**src/rtl/f32sub_pipe.sv**
```systemverilog
// Three-stage pipelined IEEE-754 binary32 subtractor (x - y) with valid/ready
// handshakes on both sides. Subnormal inputs are read as zero, tiny results
// flush to +0, and rounding is to nearest, ties to even.
module f32sub_pipe (
    input  logic        clk,
    input  logic        rst_n,
    input  logic [31:0] x,
    input  logic [31:0] y,
    input  logic        in_valid,
    output logic        in_ready,
    output logic [31:0] out,
    output logic        out_valid,
    input  logic        out_ready
);

    localparam logic [31:0] CanonNan = 32'h7FC0_0000;

    // ------------------------------------------------------------------
    // Handshake / stage control
    // ------------------------------------------------------------------
    logic v1_q, v2_q, v3_q;
    logic load1, load2, load3;
    logic accept;

    // A stage may load when it is empty or its contents move on this edge.
    assign load3    = !v3_q || out_ready;
    assign load2    = !v2_q || load3;
    assign load1    = !v1_q || load2;
    assign in_ready = rst_n && load1;
    assign accept   = in_valid && in_ready;

    // Stage valid bits; cleared asynchronously so in-flight work is discarded.
    always_ff @(posedge clk or negedge rst_n) begin
        if (!rst_n) begin
            v1_q <= 1'b0;
            v2_q <= 1'b0;
            v3_q <= 1'b0;
        end else begin
            if (load1) v1_q <= accept;
            if (load2) v2_q <= v1_q;
            if (load3) v3_q <= v2_q;
        end
    end

    // ------------------------------------------------------------------
    // Stage 1: unpack, classify, order by magnitude, align
    // ------------------------------------------------------------------
    logic        xs, bs;
    logic [7:0]  xe, be;
    logic [22:0] xf, bf;
    logic        x_nan, x_inf, b_nan, b_inf;
    logic [30:0] xk, bk;
    logic [27:0] xm, bm;
    logic        swap;

    // The subtrahend is handled as an addend with its sign inverted.
    assign xs    = x[31];
    assign xe    = x[30:23];
    assign xf    = x[22:0];
    assign bs    = ~y[31];
    assign be    = y[30:23];
    assign bf    = y[22:0];
    assign x_nan = (xe == 8'hFF) && (xf != 23'd0);
    assign x_inf = (xe == 8'hFF) && (xf == 23'd0);
    assign b_nan = (be == 8'hFF) && (bf != 23'd0);
    assign b_inf = (be == 8'hFF) && (bf == 23'd0);
    // Magnitude keys with subnormals collapsed to zero.
    assign xk    = (xe == 8'd0) ? 31'd0 : x[30:0];
    assign bk    = (be == 8'd0) ? 31'd0 : y[30:0];
    // Fraction layout: headroom bit, hidden bit, 23 fraction bits, G/R/S.
    assign xm    = (xe == 8'd0) ? 28'd0 : {2'b01, xf, 3'b000};
    assign bm    = (be == 8'd0) ? 28'd0 : {2'b01, bf, 3'b000};
    assign swap  = bk > xk;

    logic        big_s, sml_s;
    logic [7:0]  big_e, sml_e, shift;
    logic [27:0] big_m, sml_m, aligned, lost_mask;
    logic        s1_special_d;
    logic [31:0] s1_spec_val_d;

    // Put the larger magnitude first and shift the smaller one right, folding
    // every bit shifted out into the sticky position.
    always_comb begin
        big_s     = xs;
        big_e     = xe;
        big_m     = xm;
        sml_s     = bs;
        sml_e     = be;
        sml_m     = bm;
        lost_mask = 28'd0;
        if (swap) begin
            big_s = bs;
            big_e = be;
            big_m = bm;
            sml_s = xs;
            sml_e = xe;
            sml_m = xm;
        end
        shift = big_e - sml_e;
        if (shift >= 8'd28) begin
            aligned = {27'd0, |sml_m};
        end else begin
            lost_mask  = (28'd1 << shift[4:0]) - 28'd1;
            aligned    = sml_m >> shift[4:0];
            aligned[0] = aligned[0] | (|(sml_m & lost_mask));
        end
    end

    // Special operands bypass the datapath with a precomputed result.
    always_comb begin
        s1_special_d  = x_nan || b_nan || x_inf || b_inf;
        s1_spec_val_d = 32'd0;
        if (x_nan || b_nan || (x_inf && b_inf && (xs != bs))) begin
            s1_spec_val_d = CanonNan;
        end else if (x_inf) begin
            s1_spec_val_d = {xs, 8'hFF, 23'd0};
        end else if (b_inf) begin
            s1_spec_val_d = {bs, 8'hFF, 23'd0};
        end
    end

    logic        s1_sign_q, s1_sub_q, s1_special_q;
    logic [7:0]  s1_exp_q;
    logic [27:0] s1_mb_q, s1_ms_q;
    logic [31:0] s1_spec_val_q;

    // Stage 1 data registers, loaded on acceptance.
    always_ff @(posedge clk) begin
        if (load1 && accept) begin
            s1_sign_q     <= big_s;
            s1_sub_q      <= big_s != sml_s;
            s1_exp_q      <= big_e;
            s1_mb_q       <= big_m;
            s1_ms_q       <= aligned;
            s1_special_q  <= s1_special_d;
            s1_spec_val_q <= s1_spec_val_d;
        end
    end

    // ------------------------------------------------------------------
    // Stage 2: signed sum, leading-zero count, normalise
    // ------------------------------------------------------------------
    logic [28:0]        mag;
    logic [4:0]         lz;
    logic [28:0]        norm;
    logic signed [9:0]  exp2;

    // Operands are ordered, so the difference is never negative and the
    // result takes the sign of the larger operand.
    always_comb begin
        if (s1_sub_q) mag = {1'b0, s1_mb_q} - {1'b0, s1_ms_q};
        else          mag = {1'b0, s1_mb_q} + {1'b0, s1_ms_q};
        lz = 5'd0;
        for (int i = 0; i < 29; i++) begin
            if (mag[i]) lz = 5'(28 - i);
        end
        norm = mag << lz;
        // Hidden bit sits at bit 26; after normalising it sits at bit 28.
        exp2 = $signed({2'b00, s1_exp_q}) + 10'sd2 - $signed({5'b00000, lz});
    end

    logic               s2_sign_q, s2_zero_q, s2_special_q;
    logic signed [9:0]  s2_exp_q;
    logic [28:0]        s2_norm_q;
    logic [31:0]        s2_spec_val_q;

    // Stage 2 data registers.
    always_ff @(posedge clk) begin
        if (load2 && v1_q) begin
            s2_sign_q     <= s1_sign_q;
            s2_zero_q     <= mag == 29'd0;
            s2_exp_q      <= exp2;
            s2_norm_q     <= norm;
            s2_special_q  <= s1_special_q;
            s2_spec_val_q <= s1_spec_val_q;
        end
    end

    // ------------------------------------------------------------------
    // Stage 3: round to nearest even, range check, pack
    // ------------------------------------------------------------------
    logic               guard, sticky, round_up;
    logic [24:0]        m25;
    logic signed [9:0]  exp3;
    logic [22:0]        frac3;
    logic [31:0]        res3;

    // A rounding carry renormalises to 1.0 and bumps the exponent.
    always_comb begin
        guard    = s2_norm_q[4];
        sticky   = |s2_norm_q[3:0];
        round_up = guard && (sticky || s2_norm_q[5]);
        m25      = {1'b0, s2_norm_q[28:5]} + {24'd0, round_up};
        exp3     = m25[24] ? s2_exp_q + 10'sd1 : s2_exp_q;
        frac3    = m25[24] ? m25[23:1] : m25[22:0];
        if (s2_special_q) begin
            res3 = s2_spec_val_q;
        end else if (s2_zero_q) begin
            res3 = 32'd0;
        end else if (exp3 >= 10'sd255) begin
            res3 = {s2_sign_q, 8'hFF, 23'd0};
        end else if (exp3 <= 10'sd0) begin
            res3 = 32'd0;
        end else begin
            res3 = {s2_sign_q, exp3[7:0], frac3};
        end
    end

    logic [31:0] s3_res_q;

    // Stage 3 result register.
    always_ff @(posedge clk) begin
        if (load3 && v2_q) s3_res_q <= res3;
    end

    assign out_valid = v3_q;
    assign out       = v3_q ? s3_res_q : 32'd0;

endmodule

```
**config.mk**
```make
export PLATFORM = sky130hd
export DESIGN_NAME = f32sub_pipe
export DESIGN_NICKNAME = d
export VERILOG_FILES = /design/src/rtl/f32sub_pipe.sv
export SDC_FILE = /design/constraint.sdc
export NUM_CORES = 1
export LEC_CHECK = 0
export BUFFER_PORTS_ARGS = -buffer_cell sky130_fd_sc_hd__buf_2
export CAP_MARGIN = 20
export CORE_MARGIN = 2
export CORE_UTILIZATION = 35
export DETAILED_ROUTE_END_ITERATION = 7
export SYNTH_ARGS = -nofsm -noshare
export SYNTH_HDL_FRONTEND = slang
export SYNTH_SLANG_ARGS = --single-unit
```
**constraint.sdc**
```tcl
create_clock -name clk -period 8.3 [get_ports clk]
set_clock_uncertainty 0.2 [all_clocks]
set_input_delay 2.075 -clock clk [delete_from_list [all_inputs] [get_ports clk]]
set_output_delay 2.075 -clock clk [all_outputs]
set_load 0.02 [all_outputs]
```
* Yosys cells after proc, flatten, opt, wreduce, memory -nomap -nowiden
Cells that the tools add are included.
** Word-level totals
- Bits in registers :: 208
- Bits of input ports :: 68
- Output and inout bits :: 34
** Operators by class
- Add/subtract/negate cells :: 8
- $lt $le $gt $ge :: 4
- Eq/ne operators :: 4
- Shift-type cells :: 3
- Multiplexer cells :: 50
- Bitwise gates (word level) :: 3
- Reductions and logical operators :: 34
** Operator list (number)
- $mux 32 :: 7
- $mux 5 :: 29
- $mux 27 :: 4
- $mux 31 :: 2
- $reduce_or 28->1 :: 2
- $logic_not 23->1 :: 2
- $reduce_bool 23->1 :: 2
- $gt 31x31->1 :: 1
- $add 28x28->29 :: 1
- $logic_not 29->1 :: 1
- $mux 29 :: 1
- $shl 29x5->29 :: 1
- $sub 28x28->29 :: 1
- $and 28x28->28 :: 1
- $shl 1x5->28 const A :: 1
- $shr 27x5->28 :: 1
- $sub 28x1->28 const B :: 1
- $add 24x1->25 :: 1
- $mux 23 :: 1
- $eq 8x8->1 const B :: 2
- $logic_not 8->1 :: 2
- $mux 8 :: 2
- $logic_and 1x1->1 :: 12
- $add 10x2->10 const B :: 1
- 15 further kinds :: 27

* Longest topological paths before layout
Gate-level depths: netlist of the first run.
- Word-level depth :: 32
- Mapped depth :: 34

* Least setup slack after synthesis of the first run
No wires, ideal clock.
- Path type :: input-to-reg
- Start :: input port y[27]
- End :: register s1_ms_q[0], data pin
- Library setup time :: 260 ps
- Data arrival time :: 8297 ps
- Data required time :: 7840 ps
- Slack :: -456 ps
- Cell stages on the path :: 28
- Cells stage by stage :: clkbuf_1 nor4_1 nand2_1 clkbuf_1 buf_1 nand2_1 inv_1 ha_1 a211oi_1 o221ai_1 a211o_1 a22oi_2 buf_2 buf_1 clkbuf_1 buf_1 mux2i_1 ha_1 nor3_1 o21ai_0 maj3_1 mux2i_1 xor2_1 nor2_1 a2111oi_0 o32a_1 o2111ai_1 mux2_2
** Between the ends
- Word-level cells in the longest chain between the ends :: 11
- Elaborated cells between the ends (all ways) :: 17
- Those cells by class :: add/sub: 2; order compare: 2; shift: 2; mux: 6; bitwise: 2; reduce/logical: 3
** RTL lines
- start, declared :: line 8 : input logic [31:0] y,
- $logic_not 8->1 :: line 69, 72
- $mux 31 :: line 69 : assign bk = (be == 8'd0) ? 31'd0 : y[30:0];
- $gt 31x31->1 :: line 73 : assign swap = bk > xk;
- $mux 8 :: line 91 : if (swap) begin
- $sub 8x8->8 :: line 99 : shift = big_e - sml_e;
- $shl 1x5->28 :: line 103 : lost_mask = (28'd1 << shift[4:0]) - 28'd1;
- $sub 28x1->28 :: line 103
- $and 28x28->28 :: line 105 : aligned[0] = aligned[0] | (|(sml_m & lost_mask));
- $reduce_or 28->1 :: line 105
- $or 1x1->1 :: line 105
- $mux 1 * :: line 100 : if (shift >= 8'd28) begin
- net aligned[0] :: line 77 : logic [27:0] big_m, sml_m, aligned, lost_mask;
- end signal, assigned :: line 134 : s1_ms_q <= aligned;
- end, declared :: line 124 : logic [27:0] s1_mb_q, s1_ms_q;
The timed path passes the listed nets; every way through them passes the cells marked *.
A chain may end at the register's enable or synchronous reset.

* Final worst setup path of the first run
- Start :: register s1_ms_q[0]
- End :: register s2_exp_q[8], data pin
** Between the ends
- Word-level cells in the longest chain between the ends :: 32
- Elaborated cells between the ends (all ways) :: 33
- Those cells by class :: add/sub: 3; mux: 30
** RTL lines
- $add 28x28->29 / $sub 28x28->29 (equally long branches) :: line 152, 151
- $mux 29 * :: line 151 : if (s1_sub_q) mag = {1'b0, s1_mb_q} - {1'b0, s1_ms_q};
- $mux 5 (28 in series) :: line 155 : if (mag[i]) lz = 5'(28 - i);
- $mux 5 * :: line 155
- $sub 9x5->10 * :: line 159 : exp2 = $signed({2'b00, s1_exp_q}) + 10'sd2 - $signed({5'b00000, lz});
- net exp2[8] :: line 146 : logic signed [9:0] exp2;
- end signal, assigned :: line 172 : s2_exp_q <= exp2;
- end, declared :: line 163 : logic signed [9:0] s2_exp_q;
Marked as above.

==> reports/qor.csv, run 1 <==
metric;value;unit
status;complete, no violations;
critPathRequiredTime;8290;ps
vdd.ir_drop.worst;158;uV
antenna_found_initial;1;
synth-main-ff-cell;edfxtp_1;
yosysSeqAreaShare;29.5;%
nNetsFinal;1929;
cts_resized;0;
synth_area_leader_cell;edfxtp_1;
synth_nets;1879;
wirelength;43500;um
area_growth_syn_to_layout;11.0;%
yosysMostFrequentCell;nand2_1;
port_buffers;101;
place.gp.congestion;0.935;
grt_use_met3;2.75;%
combPwrFrac;49.7;%
synth_top_area_share;28.9;%
p_seq_share;28.5;%
cts_tree;done;
worst_slew_pin_slew;967;ps
cpMaxStageDelayCell;a2111oi_0;
grt_pass1_wl;70400;um
drv_cap;0;
crit_fanout;9;
h-tree-depth;4;
hold_path.class;register to register;
layout_min_cycle_time;7400;ps
p_int;0.00196;W
fmax;0.135;GHz
cp-start-kind;register;
busiest_layer;met2;
drt_pre_antenna_iters;6;
die_y;209;um
cts_buffer_depth;2;
critical_path.startpoint;s1_ms_q[0];
n_antenna_cell;0;
dp_hpwl;34700;um
rr_worst_depth;28;
vias_per_cell;5.75;
setup_violations;0;
cts_hold_buf;0;
end_kind;register;
setup_tns;0;ps
drive_gt1_share;14.5;%
synth.cell_area;0.0147;mm2
die_area;0.0437;mm2
synthTopCellsByCount;162 x nand2_1, 159 x nor2_1, 142 x edfxtp_1;
cp.arrival;7390;ps
hold_violations;0;
die_w;209;um
ios;102;
whs_path_depth;0;
switchingPower;0.00149;W
grt_use_met2;34.8;%
synthTopCellsByArea;edfxtp_1 29%, ha_1 6.4%, mux2i_1 6.0%, nand2_1 4.1%, nor2_1 4.1%;
synth-edff-count;142;
grt_overflow;0;
layoutNonFillerInstCount;2337;
wl_per_cell;18.6;um
placed_area;0.0157;mm2
cts.clk_slew.worst_paths;70;ps
rsz0062_at_grt;false;
initial_core_util;35.3;%
critPathKind;register to register;
drc_errors;0;
numClockSinks;145;
min-delay-start;s1_sign_q;
rr_startpoint;s1_ms_q[0];
relSlewSlack;34.7;%
grt_max_degree;123;
place_inst;2304;
postCtsSetupBuffers;0;
pwr_density_cell;211;mW/mm2
vias;13400;
insertion_delay;440;ps
core_area;0.0418;mm2
use_met1;25.5;%
synth-seq-cells;145;
final_util;39.2;%
drtIter0Drc;1163;
rows;75;
crit_path_max_incr_delay;810;ps
fin_crit_sh;89.2;%
postSynthCellCount;1735;
synthArstFlopShare;2.07;%
yosys_warnings;0;
postRouteAntennaNets;0;
globalRouteTotalUtil;20.0;%
cellLeakagePower;6.47;nW
cts_made_buffers;17;
drv_slew;0;
grt_pass1_vias;13000;
swShare;43.2;%
p_clk_share;21.8;%
power;0.00346;W
design_area;0.0163;mm2
syn_avg_cell_area;8.49;um2
yosysUniqueCellTypes;108;
clock-root-buffer;clkbuf_16;
## cell type report
type / count / area (um2)
Fill cell: 4231 / 25400
Clock buffer: 17 / 425
Multi-Input combinational cell: 1408 / 9670
Inverter: 80 / 305
Clock inverter: 15 / 164
Tap cell: 539 / 674
Timing Repair Buffer: 133 / 771
Sequential cell: 145 / 4340
## cell families (layout without fill, tap and decap cells)
| group | count (synthesis) | count (layout) | share of synthesized area (%) |
|---|---|---|---|
| DFF | 145 | 145 | 29.5 |
| and+or+nand+nor | 628 | 628 | 20.9 |
| AOI/OAI and AO/OA | 481 | 481 | 22.6 |
| muxes | 125 | 125 | 9.56 |
| buffers and inverters | 182 | 245 | 5.10 |
| adders and majority gates | 79 | 79 | 6.71 |
| xor gates and xnor gates | 95 | 95 | 5.65 |
## layout by cell type, fill, tap and decap left out, types with 24 or more instances in the layout
cell type and n:
a211oi_1 35, a21o_1 26, a21oi_1 116, a22oi_1 26, and2_1 46, buf_2 101, buf_4 30, edfxtp_1 142
ha_1 75, inv_1 77, mux2_2 24, mux2i_1 88, nand2_1 162, nand3_1 60, nand4_1 27, nor2_1 158
nor3_1 41, nor4_1 25, o21ai_0 91, xnor2_1 58, xor2_1 36
## flip-flops by register name (all words and copies together), names as in the netlist, 3 cells and up
| signal | count |
|---|---|
| s1_spec_val_q | 3 |
| s1_ms_q | 27 |
| s3_res_q | 32 |
| s2_exp_q | 10 |
| s1_mb_q | 24 |
| s1_exp_q | 8 |
| s2_norm_q | 29 |
| s2_spec_val_q | 3 |
## final timing paths
kind / slack, ps / to
min in group asynchronous: 1230 / v1_q
worst min register to register: 220 / s2_sign_q
worst min-delay path: 220 / s2_sign_q
worst max-delay path: 900 / s2_exp_q[8]
worst max register to register: 900 / s2_exp_q[8]
max in group asynchronous: 6560 / v2_q
## per-layer routing
| layer | vias to the layer above | part of all wire, % |
|---|---|---|
| li1 | 6604 | - |
| met2 | 416 | 49 |
| met5 | - | 0 |
| met4 | 0 | 3.0 |
| met1 | 6336 | 44 |
| met3 | 83 | 4.4 |
## power by group through the flow
stage / Clock (W) / Sequential (W) / Combinational, W
after global placement: 0 / 0.000998 / 0.00168
after global routing: 0.000800 / 0.000995 / 0.00188
after floorplan: 0 / 0.000977 / 0.00126
final: 0.000752 / 0.000985 / 0.00172
after CTS: 0.000770 / 0.000986 / 0.00170
after detailed placement: 0 / 0.00100 / 0.00169
## critical path, delay by kind of cell (launching register included)
kind / cells / cell delay, ps
flops: 1 / 460
compound gates: 8 / 2100
fa+ha+maj: 4 / 1490
buf+inv: 4 / 520
xor+xnor: 2 / 180
simple gates: 10 / 2210
## metrics by stage
step / hold WS (ps) / setup slack, ps
floorplan: 200 / 54.8
global placement: 205 / 779
detailed placement: 205 / 670
CTS: 224 / 988
global route: 240 / 371
finish: 222 / 896
(Power assumes the default switching activity.)
==> inputs of run 2 (changes only) <==
==> constraint.sdc (replaced) <==
create_clock -name clk -period 9.6 [get_ports clk]
set_clock_uncertainty 0.2 [all_clocks]
set_input_delay 2.4 -clock clk [delete_from_list [all_inputs] [get_ports clk]]
set_output_delay 2.4 -clock clk [all_outputs]
set_load 0.02 [all_outputs]
==> reports/qor.csv, run 2 (synthesis results as in run 1) <==
metric;value;unit;change
numClockSinks;145;;unchanged
place.gp.congestion;0.950;;+1.7%
insertion_delay;430;ps;about the same
clock-root-buffer;clkbuf_16;;
relSlewSlack;18.2;%;-16 points
h-tree-depth;4;;unchanged
drtIter0Drc;1270;;+9.2%
drt_pre_antenna_iters;5;;-1
largest_register_ff_count;32;;unchanged
cts_resized;0;;unchanged
cp_num_cells;20;;-29%
ios;102;;unchanged
grt_pass1_wl;68300;um;-3.0%
postCtsSetupBuffers;0;;unchanged
wl_per_cell;18.5;um;-0.84%
cellLeakagePower;6.40;nW;-1.0%
drc_errors;0;;unchanged
rsz0062_at_grt;false;;
drv_cap;0;;unchanged
top_register;s3_res_q;;
end_kind;register;;
die_w;209;um;unchanged
fmax;0.121;GHz;
rows;75;;unchanged
cp_top_family;simple AND/OR/NAND/NOR gates;;
initial_core_util;35.3;%;unchanged
vias_per_cell;5.79;;+0.69%
crit_fanout;68;;+59
layout_commonest_cell;nand2_1;;
place_inst;2296;;-0.35%
hold_path.class;register to register;;
cts_tree;done;;
path_buf_inv;4;;unchanged
rrSetupSlack;1370;ps;+470 ps
grt_max_degree;69;;-44%
crit_end;s1_ms_q[0];;
cp-start-kind;input pin;;
grt_overflow;0;;unchanged
fin_crit_sh;86.3;%;
n_antenna_cell;0;;unchanged
num-fill-cells;4211;;-0.47%
dp_hpwl;34100;um;-1.5%
top_regs;s3_res_q (32), s2_norm_q (29), s1_ms_q (27);;
cp.arrival;8250;ps;+860 ps
port_buffers;101;;unchanged
die_area;0.0437;mm2;unchanged
grt_pass1_vias;12700;;-1.9%
setup_tns;0;ps;unchanged
drive_gt1_share;13.9;%;-0.61 points
drv_slew;0;;unchanged
vdd.ir_drop.worst;102;uV;-36%
final_cell_mix;162 x nand2_1, 158 x nor2_1, 142 x edfxtp_1, 116 x a21oi_1, 101 x buf_2;;
crit_path_max_incr_delay;700;ps;-110 ps
worst_slew_pin_slew;1220;ps;+257 ps
hold_violations;0;;unchanged
cts_hold_buf;0;;unchanged
wirelength;43000;um;-1.2%
critPathKind;input pin to register;;
setup_violations;0;;unchanged
core_area;0.0418;mm2;unchanged
cts_made_buffers;17;;unchanged
vias;13500;;+0.34%
critPathRequiredTime;9570;ps;+1280 ps
cpMaxStageDelayCell;buf_4;;
pwr_density_cell;182;mW/mm2;-14%
crit_chain;buf_2 -> nor4_1 -> nand2_1 -> nand2_1 -> inv_1 -> ha_1 -> nand4_1 -> nor4_1 -> nand3_1 -> and2_1 -> a22oi_2 -> buf_4 -> buf_4 -> mux2_2 -> a2bb2oi_1 -> o21bai_1 -> o2bb2ai_1 -> a211oi_1 -> o2111ai_1 -> mux2_2;;
postRouteAntennaNets;0;;unchanged
rr_worst_depth;28;;unchanged
area_growth_syn_to_layout;10.3;%;
layout_min_cycle_time;8280;ps;
rr_startpoint;s1_ms_q[0];;
power;0.00295;W;-15%
critical_path.startpoint;y[27];;
cts.clk_slew.worst_paths;60;ps;about the same
timing.rr.end;s2_exp_q[8];;
layoutNonFillerInstCount;2329;;-0.34%
antenna_found_initial;0;;-1
die_y;209;um;unchanged
cts_buffer_depth;2;;unchanged
globalRouteTotalUtil;19.4;%;-0.57 points
status;complete, no violations;;
nNetsFinal;1921;;-0.41%
run 2: layout make-up:
cell class	instances	area, um2	share of cell area (%)
Inverter	80	305	1.88
Timing Repair Buffer	125	698	4.30
Clock inverter	10	103	0.632
Multi-Input combinational cell	1408	9670	59.5
Tap cell	539	674	4.15
Clock buffer	22	454	2.80
Sequential cell	145	4340	26.7
run 2: power breakdown:
part | internal [W] | total, W | switching, W
combinational | 0.000538 | 0.00147 | 0.000932
clock | 0.000367 | 0.000627 | 0.000261
sequential | 0.000801 | 0.000852 | 0.0000503
run 2: how the worst min path moves through the flow:
stage                            from           endpoint  slack [ps]  cells after the start
finish              s1_spec_val_q[22]  s2_spec_val_q[22]         220                      0
CTS                 s1_spec_val_q[22]  s2_spec_val_q[22]         220                      0
global placement            s1_sign_q          s2_sign_q         210                      0
global route        s1_spec_val_q[29]  s2_spec_val_q[30]         230                      0
detailed placement          s1_sign_q          s2_sign_q         210                      0
floorplan                   s1_sign_q          s2_sign_q         200                      0
run 2: metrics by stage:
stage	worst slack, ps	hold WS (ps)	area (um2)	util, %
final	1320	220	16200	38.9
after detailed placement	997	212	15700	37.5
after global routing	713	227	16200	38.9
after floorplan	519	200	14700	-
after CTS	1430	221	16200	38.9
after global placement	1100	213	15700	37.5
run 2: metal layers:
| layer | GRT usage [%] | vias to the layer above | share of wire (%) |
|---|---|---|---|
| met2 | 34.1 | 447 | 49 |
| met1 | 24.5 | 6384 | 44 |
| met3 | 2.49 | 78 | 4.5 |
| met5 | 0 | - | 0 |
| met4 | 6.90 | 0 | 3.0 |
| li1 | - | 6576 | - |
==> inputs of run 3 (changes only) <==
--- a/config.mk
+++ b/config.mk
@@ -5,6 +5,7 @@
 export SDC_FILE = /design/constraint.sdc
 export NUM_CORES = 1
 export LEC_CHECK = 0
+export ABC_AREA = 1
 export BUFFER_PORTS_ARGS = -buffer_cell sky130_fd_sc_hd__buf_2
 export CAP_MARGIN = 20
 export CORE_MARGIN = 2
==> reports/qor.csv, run 3 <==
metric;value;unit;change
status;complete, no violations;;
cts_hold_buf;0;;unchanged
syn_avg_cell_area;6.76;um2;-20%
grt_pass1_wl;67500;um;-1.2%
die_w;203;um;-3.0%
grt_overflow;0;;unchanged
wirelength;42200;um;-1.8%
insertion_delay;430;ps;about the same
cpMostUsedCell;nand2_1;;
crit_fanout;24;;-65%
placed_area;0.0148;mm2;-5.7%
cts_tree;done;;
postRouteAntennaNets;0;;unchanged
final_util;39.6;%;+0.69 points
relSlewSlack;26.8;%;+8.5 points
drt_pre_antenna_iters;5;;unchanged
yosys_warnings;0;;unchanged
p_clk_share;23.0;%;+1.7 points
cts_resized;0;;unchanged
core_area;0.0388;mm2;-7.0%
rows;72;;-4.0%
p_seq_share;29.9;%;+1.0 points
critical_path.startpoint;y[23];;
min-delay-start;s1_special_q;;
cp.arrival;7810;ps;-440 ps
port_buffers;101;;unchanged
rr_startpoint;s1_ms_q[0];;
synth.cell_area;0.0138;mm2;-6.0%
top_register;s3_res_q;;
initial_core_util;35.7;%;+0.39 points
synthTopCellsByArea;edfxtp_1 31%, nand2_1 15%, nand3_1 7.7%, inv_1 7.0%, ha_1 6.8%;;
cp-start-kind;input pin;;
drtIter0Drc;1030;;-19%
cpMaxStageDelayCell;a221oi_1;;
final_cell_mix;563 x nand2_1, 260 x inv_1, 214 x nand3_1, 181 x nor2_1, 150 x o21ai_0;;
synth-edff-count;142;;unchanged
setup_tns;0;ps;unchanged
design_area;0.0154;mm2;-5.4%
dp_hpwl;34800;um;+2.0%
layout_min_cycle_time;7840;ps;-439 ps
num-fill-cells;4131;;-1.9%
synthTopCellsByCount;563 x nand2_1, 260 x inv_1, 214 x nand3_1;;
die_area;0.0412;mm2;-5.9%
combPwrFrac;47.0;%;-2.8 points
synth-simple-area-share;34.4;%;+13 points
cts_buffer_depth;2;;unchanged
grt_pass1_vias;12900;;+1.5%
place.gp.congestion;0.916;;-3.6%
yosysSeqAreaShare;31.3;%;+1.9 points
fmax;0.128;GHz;+5.6%
wl_per_cell;16.0;um;-13%
yosysUniqueCellTypes;64;;-41%
swShare;44.4;%;+2.3 points
synth_compound_area_share;12.1;%;-11 points
synthXorXnorAreaFrac;4.66;%;-0.99 points
synth_top_family_by_area;simple AND/OR/NAND/NOR gates;;
cellLeakagePower;7.33;nW;+14%
pwr_density_cell;186;mW/mm2;+2.2%
ios;102;;unchanged
numClockSinks;145;;unchanged
layout_commonest_cell;nand2_1;;
largest_register_ff_count;32;;unchanged
yosys.area_share.adder;6.92;%;+0.21 points
rsz0062_at_grt;false;;
cts.clk_slew.worst_paths;60;ps;about the same
drv_slew;0;;unchanged
globalRouteTotalUtil;20.7;%;+1.2 points
grt_max_degree;66;;-4.3%
synth-main-ff-cell;edfxtp_1;;
hold_slack;222;ps;+1.61 ps
synth_top_area_share;30.8;%;+1.8 points
synth_nets;2192;;+17%
cts_made_buffers;17;;unchanged
synthArstFlopShare;2.07;%;unchanged
worst_slew_pin_slew;1100;ps;-128 ps
top_regs;s3_res_q (32), s2_norm_q (29), s1_ms_q (27);;
setup_violations;0;;unchanged
crit_path_max_incr_delay;470;ps;-230 ps
drive_gt1_share;9.54;%;-4.3 points
critPathKind;input pin to register;;
synth_area_leader_cell;edfxtp_1;;
vias;13600;;+0.80%
drc_errors;0;;unchanged
postSynthCellCount;2048;;+18%
nNetsFinal;2250;;+17%
synthMuxAreaShare;0.434;%;-9.1 points
n_antenna_cell;0;;unchanged
power;0.00285;W;-3.3%
critPathRequiredTime;9570;ps;about the same
synth-seq-cells;145;;unchanged
vdd.ir_drop.worst;107;uV;+4.7%
drv_cap;0;;unchanged
area_growth_syn_to_layout;11.0;%;
h-tree-depth;4;;unchanged
die_y;203;um;-3.0%
hold_violations;0;;unchanged
vias_per_cell;5.16;;-11%
yosysMostFrequentCell;nand2_1;;
postCtsSetupBuffers;0;;unchanged
switchingPower;0.00127;W;+1.9%
p_int;0.00159;W;-7.1%
clock-root-buffer;clkbuf_16;;
end_kind;register;;
fin_crit_sh;81.7;%;-4.6 points
hold_path.class;register to register;;
antenna_found_initial;0;;unchanged
[run 3: cell count changes after synthesis, sizes merged, moves of 43 or more]
cell    before  now
o21ai       97  161
inv         80  277
nand3       60  215
and2        47    3
mux2i       94    6
nand2      163  569
a211oi      46    3
a21oi      120   73
[run 3: cells by family (layout without fill, tap and decap cells)]
group                    after synthesis  in the layout
AO/OA/AOI/OAI                        294            294
XOR/XNOR                              72             72
multiplexers                           6              6
buffers and inverters                358            428
AND/OR/NAND/NOR                     1097           1097
adder cells (fa/ha/maj)               76             76
flip-flops                           145            145
[run 3: cell type report]
| cell class | count | area, um2 | area share [%] |
|---|---|---|---|
| clock buffers | 17 | 425 | 2.77 |
| clock inverters | 14 | 148 | 0.961 |
| inverters | 282 | 1060 | 6.89 |
| multi-input cells | 1545 | 8120 | 52.8 |
| flip-flops and latches | 145 | 4340 | 28.2 |
| well taps | 518 | 648 | 4.22 |
| repair buffers | 115 | 631 | 4.10 |
[run 3: worst paths after layout]
path / slack, ps / depth (start not counted) / end
worst max register to register: 2080 / 34 / s2_exp_q[9]
max in group asynchronous: 7530 / 1 / out_valid
min in group asynchronous: 1560 / 1 / v1_q
worst min register to register: 220 / 0 / s2_special_q
worst min-delay path: 220 / 0 / s2_special_q
worst max-delay path: 1760 / 32 / s1_ms_q[5]
[run 3: worst max-delay path: cells and delay by family]
kind                     cells  cell delay (ps)
AO/OA/AOI/OAI                7             1260
adder cells (fa/ha/maj)      2              510
buffers and inverters        7             1380
AND/OR/NAND/NOR             16             2240
[run 3: layer usage]
metal  track usage (%)  share of wire, %  vias to the layer above
met3              2.18               3.2                       74
li1                  -                 -                     6918
met5                 0                 0                        -
met1              25.9                44                     6275
met2              36.6                49                      326
met4              7.61               3.5                        0
[run 3: stage by stage]
stage          cells  setup WS [ps]
3_3_place_gp    2604           1420
3_5_place_dp    2604           1350
6_report        2636           1760
4_1_cts         2635           1790
5_1_grt         2636           1180
2_1_floorplan   2048           2620
[run 3: power groups by stage]
stage | Combinational [W] | Sequential, W | Clock, W
floorplan | 0.000995 | 0.000850 | 0
global placement | 0.00132 | 0.000870 | 0
detailed placement | 0.00133 | 0.000872 | 0
CTS | 0.00133 | 0.000858 | 0.000667
global route | 0.00152 | 0.000860 | 0.000696
finish | 0.00134 | 0.000853 | 0.000657
